<file path="src/rtl/rom_address_sequencer_pkg.sv">
// Shared types and defaults for the ROM address sequencer and its access timer.
package rom_address_sequencer_pkg;

  localparam int DEF_ADDR_WIDTH    = 9;
  localparam int DEF_DATA_WIDTH    = 8;
  localparam int DEF_LAST_ADDR     = 511;
  localparam int DEF_ACCESS_CYCLES = 4;
  localparam int TIMER_WIDTH       = 4;

  typedef enum logic [2:0] {
    ST_IDLE    = 3'd0,
    ST_SETUP   = 3'd1,
    ST_ACCESS  = 3'd2,
    ST_HOLD    = 3'd3,
    ST_ADVANCE = 3'd4,
    ST_DONE    = 3'd5
  } state_t;

endpackage

</file>
<file path="src/rtl/rom_address_sequencer_timer.sv">
// rom_access_timer: loadable down-counter that holds at zero; times the ROM output-enable window.
module rom_access_timer
  import rom_address_sequencer_pkg::*;
(
  input  logic                   i_clk,
  input  logic                   i_rst,
  input  logic                   i_load,
  input  logic [TIMER_WIDTH-1:0] i_value,
  output logic                   o_zero
);

  logic [TIMER_WIDTH-1:0] r_count;

  always_ff @(posedge i_clk or posedge i_rst) begin
    if (i_rst) begin
      r_count <= '0;
    end else if (i_load) begin
      r_count <= i_value;
    end else if (r_count != '0) begin
      r_count <= r_count - 1'b1;
    end
  end

  assign o_zero = (r_count == '0);

endmodule

</file>
<file path="src/rtl/rom_address_sequencer.sv">
// Walks a parallel ROM from address 0 to LAST_ADDR and hands each byte out on valid/ready.
// Optional manual stepping of the address advance: `define ROM_SEQ_SINGLE_STEP_EN.
module rom_address_sequencer
  import rom_address_sequencer_pkg::*;
#(
  parameter int ADDR_WIDTH    = DEF_ADDR_WIDTH,
  parameter int DATA_WIDTH    = DEF_DATA_WIDTH,
  parameter int LAST_ADDR     = DEF_LAST_ADDR,
  parameter int ACCESS_CYCLES = DEF_ACCESS_CYCLES
) (
  input  logic                  i_clk,
  input  logic                  i_reset,
  input  logic                  i_start,
`ifdef ROM_SEQ_SINGLE_STEP_EN
  input  logic                  i_step,
`endif
  output logic [ADDR_WIDTH-1:0] o_address_line,
  output logic                  o_rom_ce_n,
  output logic                  o_rom_oe_n,
  input  logic [DATA_WIDTH-1:0] i_rom_data,
  output logic [DATA_WIDTH-1:0] o_data_out,
  output logic                  o_data_valid,
  input  logic                  i_data_ready,
  output logic                  o_busy,
  output logic                  o_done,
  output state_t                o_state
);

  // Handshake: a byte moves when o_data_valid & i_data_ready at a rising clk edge;
  // o_data_out is stable while o_data_valid is high and valid never drops without a transfer.

  localparam logic [ADDR_WIDTH-1:0]  LP_LAST = ADDR_WIDTH'(LAST_ADDR);
  localparam logic [TIMER_WIDTH-1:0] LP_WAIT = TIMER_WIDTH'(ACCESS_CYCLES - 1);

  state_t r_state;
  logic   w_timer_load;
  logic   w_timer_zero;
  logic   w_step_ok;

`ifdef ROM_SEQ_SINGLE_STEP_EN
  logic r_step_s1, r_step_s2, r_step_s3;

  always_ff @(posedge i_clk or posedge i_reset) begin
    if (i_reset) begin
      r_step_s1 <= 1'b0;
      r_step_s2 <= 1'b0;
      r_step_s3 <= 1'b0;
    end else begin
      r_step_s1 <= i_step;
      r_step_s2 <= r_step_s1;
      r_step_s3 <= r_step_s2;
    end
  end

  // Edge is only consumed in ADVANCE; elsewhere it simply expires.
  assign w_step_ok = r_step_s2 & ~r_step_s3;
`else
  assign w_step_ok = 1'b1;
`endif

  assign w_timer_load = (r_state == ST_SETUP);

  rom_access_timer u_timer (
    .i_clk   (i_clk),
    .i_rst   (i_reset),
    .i_load  (w_timer_load),
    .i_value (LP_WAIT),
    .o_zero  (w_timer_zero)
  );

  always_ff @(posedge i_clk or posedge i_reset) begin
    if (i_reset) begin
      r_state        <= ST_IDLE;
      o_address_line <= '0;
      o_rom_ce_n     <= 1'b1;
      o_rom_oe_n     <= 1'b1;
      o_data_out     <= '0;
      o_data_valid   <= 1'b0;
      o_busy         <= 1'b0;
      o_done         <= 1'b0;
    end else begin
      case (r_state)
        ST_IDLE: begin
          if (i_start) begin
            r_state        <= ST_SETUP;
            o_address_line <= '0;
            o_rom_ce_n     <= 1'b0;
            o_busy         <= 1'b1;
          end
        end
        ST_SETUP: begin
          r_state    <= ST_ACCESS;
          o_rom_oe_n <= 1'b0;
        end
        ST_ACCESS: begin
          if (w_timer_zero) begin
            r_state      <= ST_HOLD;
            o_data_out   <= i_rom_data;
            o_rom_oe_n   <= 1'b1;
            o_data_valid <= 1'b1;
          end
        end
        ST_HOLD: begin
          if (i_data_ready) begin
            r_state      <= ST_ADVANCE;
            o_data_valid <= 1'b0;
          end
        end
        ST_ADVANCE: begin
          if (w_step_ok) begin
            if (o_address_line == LP_LAST) begin
              r_state <= ST_DONE;
              o_done  <= 1'b1;
            end else begin
              r_state        <= ST_SETUP;
              o_address_line <= o_address_line + 1'b1;
            end
          end
        end
        ST_DONE: begin
          r_state    <= ST_IDLE;
          o_rom_ce_n <= 1'b1;
          o_done     <= 1'b0;
          o_busy     <= 1'b0;
        end
        default: r_state <= ST_IDLE;
      endcase
    end
  end

  assign o_state = r_state;

endmodule

</file>
<file path="config.mk">
export PLATFORM = sky130hd
export DESIGN_NAME = rom_address_sequencer
export DESIGN_NICKNAME = d
export VERILOG_FILES = /design/src/rtl/rom_address_sequencer_pkg.sv /design/src/rtl/rom_address_sequencer_timer.sv /design/src/rtl/rom_address_sequencer.sv
export SDC_FILE = /design/constraint.sdc
export NUM_CORES = 1
export LEC_CHECK = 0
export ABC_AREA = 1
export BUFFER_PORTS_ARGS = -buffer_cell sky130_fd_sc_hd__buf_2
export CAP_MARGIN = 10
export CELL_PAD_IN_SITES_DETAIL_PLACEMENT = 1
export CELL_PAD_IN_SITES_GLOBAL_PLACEMENT = 1
export CORE_MARGIN = 2
export CORE_UTILIZATION = 40
export CTS_BUF_LIST = sky130_fd_sc_hd__clkbuf_4 sky130_fd_sc_hd__clkbuf_8
export DETAILED_ROUTE_END_ITERATION = 8
export GPL_TIMING_DRIVEN = 0
export PLACE_DENSITY_LB_ADDON = 0.1
export SYNTH_ARGS = -nofsm -noshare
export SYNTH_HDL_FRONTEND = slang
export SYNTH_HIERARCHICAL = 1
export SYNTH_SLANG_ARGS = --single-unit
</file>
<file path="constraint.sdc">
create_clock -name i_clk -period 1.95 [get_ports i_clk]
set_input_delay 0.4875 -clock i_clk [delete_from_list [all_inputs] [get_ports i_clk]]
set_output_delay 0.4875 -clock i_clk [all_outputs]
set_load 0.1 [all_outputs]
</file>
==> summary.md <==
| Metric | Value |
|---|---|
| Avg Inst Size Synth | `between 8 and 9 sq um` |
| Inserted Diodes | `0` |
| Residual DRC | `0` |
| I/O Pins | `37` |
| Die height | `between 60 and 70 um` |
| Post-synthesis mux area share | `0` |
| Synth Area in Adders | `0.0251` |
| Layout Nets | `250` |
| CP top delay family | `flip-flops` |
| Worst Tran Pin Value | `1.00 ns` |
| Router iterations before antenna repair | `4` |
| Hold WC Path Type | `in -> async` |
| CTS tree | `yes` |
| GRT overflow | `0` |
| Placed Cells | `about 270` |
| Die ar. | `0.00425 sq mm` |
| Number of hold violations in the final report | `0` |
| Status | `complete, no violations` |
| Final hold slack | `around 0.089 ns` |
| Commonest cells after routing, fill and taps aside | `nand2_1 (64), buf_2 (36), inv_1 (21)` |
| Post-synthesis instance total | `187` |
| CP max-delay cell | `dfrtp_1` |
| Critical path type | `reg -> out` |
| Compound-Gate Fraction of Synth Area | `0.0585` |
| Via count | `~1400` |
| CP Cell Sequence | `buf_2` |
| Simple-gate share of the synthesized area | `0.340` |
| Most common cell after layout, fill and taps aside | `nand2_1` |
| Multi-input logic area | `between 600 and 700 sq um` |
| Gr usage total | `0.195` |
| Buf+Inv Stages, Crit Path | `1` |
| Yosys synthesis warning count | `6` |
| CP Capture Type | `output pin` |
| Slew HR | `0.332` |
| Clock Latency Late Sink | `between 0.2 and 0.3 ns` |
| Clk pin slew, worst setup/hold paths | `0.07 ns` |
| Final Cycle Share | `0.964` |
| WP data required | `roughly 1.5 ns` |
| DR vias/cell | `around 4.8` |
| First-pass GRT wire length | `6240 um` |
| Total Routed Length | `3790 um` |
| WL/cell | `about 13 um` |
| Starting Density | `0.412` |
| Iteration-0 DRC Markers | `a little under 60` |
| Combinational family with the most area after synthesis | `simple AND/OR/NAND/NOR gates` |
| Non-Filler Instances | `284` |
| Filler Cell Count | `a little under 500` |
| Unique cell type count in the Yosys netlist | `29` |
| Peak fanout along the critical path | `8` |
| Core area | `0.00363 sq mm` |
| Row Count | `22` |
| WP data arrival | `1.39 ns` |
| Initial antenna violation count | `0` |
| Period minus WS final | `1.88 ns` |
| Seq/Total Area, Yosys | `0.487` |
| DP Wirelength | `between 2000 and 3000 um` |
| Die X-Extent | `around 65 um` |
| Layout Skew | `between 0.003 and 0.004 ns` |
| CTS max path bufs | `2` |
| Sequential cell area | `approximately 740 sq um` |
| Startpoint types | `flop` |
| Post-route antenna net violation count | `0` |
| Area Overhead vs Synth | `26.8%` |
| Synth Register Bits | `29` |
| Fin. max-slew vios | `0` |
| Finish-stage setup viols | `0` |
| Port-buffer cells | `36` |
| Max-Cap Viols | `0` |
| Fmax | `around 530 MHz` |
| Pin count of the biggest net entering global routing | `26` |
| CTS buffer count | `5` |
| CTS root buffer | `clkbuf_8` |
| Synthesized area | `0.00150 sq mm` |
| Clock sink total | `29` |
| XOR/XNOR Fraction of Synth Area | `0.00585` |
| RePlAce Congestion | `0.783` |
| H-tree depth | `2` |
| Layout cells sized above 1 | `0.343` |
| Vias in the first global route | `1363` |
| Layout Utilization | `0.522` |
| CP peak stage delay | `0.60 ns` |
[layer usage]
metal  GRT usage  wire (um)  part of all wire  vias to the layer above
li1            -          -                 -                      674
met1       0.227       1590              0.42                      666
met2       0.344       2000              0.53                       26
met3      0.0462        143             0.038                        5
met4      0.0781         52             0.014                        0
met5           0          0                 0                        -
[stage by stage]
stage | worst slack, ns | TNS [ns] | instance area [sq um]
final | 0.0705 | 0 | 1900
after global routing | -0.0000275 | -0.0000275 | 1900
after CTS | 0.0242 | 0 | 1870
after detailed placement | 0.0984 | 0 | 1770
after global placement | 0.150 | 0 | 1770
after floorplan | 0.0128 | 0 | 1530
[layout make-up]
class / count / area share
Clock inverter: 1 / 0.00264
Timing Repair Buffer: 38 / 0.103
Inverter: 28 / 0.0580
Multi-Input combinational cell: 132 / 0.359
Tap cell: 48 / 0.0316
Clock buffer: 7 / 0.0508
Sequential cell: 29 / 0.392
Buffer: 1 / 0.00396
[cells by family (layout without fill, tap and decap cells)]
kind of cell	count (synthesis)	count (layout)
other	2	4
AO/OA/AOI/OAI	15	15
XOR/XNOR	1	1
AND/OR/NAND/NOR	108	109
flip-flops	29	29
adder cells (fa/ha/maj)	3	3
buffers and inverters	29	75
[registers in the layout, indices dropped and copies added (netlist names)]
register,flops
o_state,3
o_rom_ce_n,1
o_data_out,8
u_timer/r_count,4
o_done,1
o_data_valid,1
o_busy,1
o_address_line,9
o_rom_oe_n,1
[timing repair]
item	in CTS	in global routing
setup endpoints to repair	0	6
hold buffers	0	0
setup buffers	0	2
gates resized for setup	0	2
[cell usage after synthesis, drive strengths merged]
| library cell | n | area share |
|---|---|---|
| a21o | 1 | 0.0050 |
| xnor2 | 1 | 0.0059 |
| nor3 | 4 | 0.021 |
| a21oi | 5 | 0.022 |
| nand3 | 16 | 0.069 |
| dfrtp | 27 | 0.45 |
| o21ai | 8 | 0.027 |
| nor3b | 1 | 0.0050 |
| clkinv | 1 | 0.0059 |
| o21bai | 1 | 0.0050 |
| nand4 | 1 | 0.0042 |
| dfstp | 2 | 0.035 |
| nand3b | 1 | 0.0050 |
| conb | 2 | 0.0050 |
| ha | 3 | 0.025 |
| nand2 | 67 | 0.18 |
| inv | 27 | 0.068 |
| nor2 | 18 | 0.060 |
| buf | 1 | 0.0050 |
[worst paths after layout]
kind                              startpoint                 end  slack (ns)  cells after the start
hold reg to reg                   o_rom_oe_n          o_rom_oe_n        0.46                      2
min in group i_clk              i_data_ready        o_data_valid        0.39                      2
setup / recovery                  o_state[2]          o_state[2]        0.07                      1
max in group asynchronous            i_reset   o_address_line[0]        0.78                      2
setup reg to reg           o_address_line[0]   o_address_line[4]        0.15                     10
hold / removal                       i_reset  u_timer/r_count[2]        0.09                      2
Power is not shown: default switching activity piles up to over one toggle a cycle in this logic, so the estimate is an artifact.
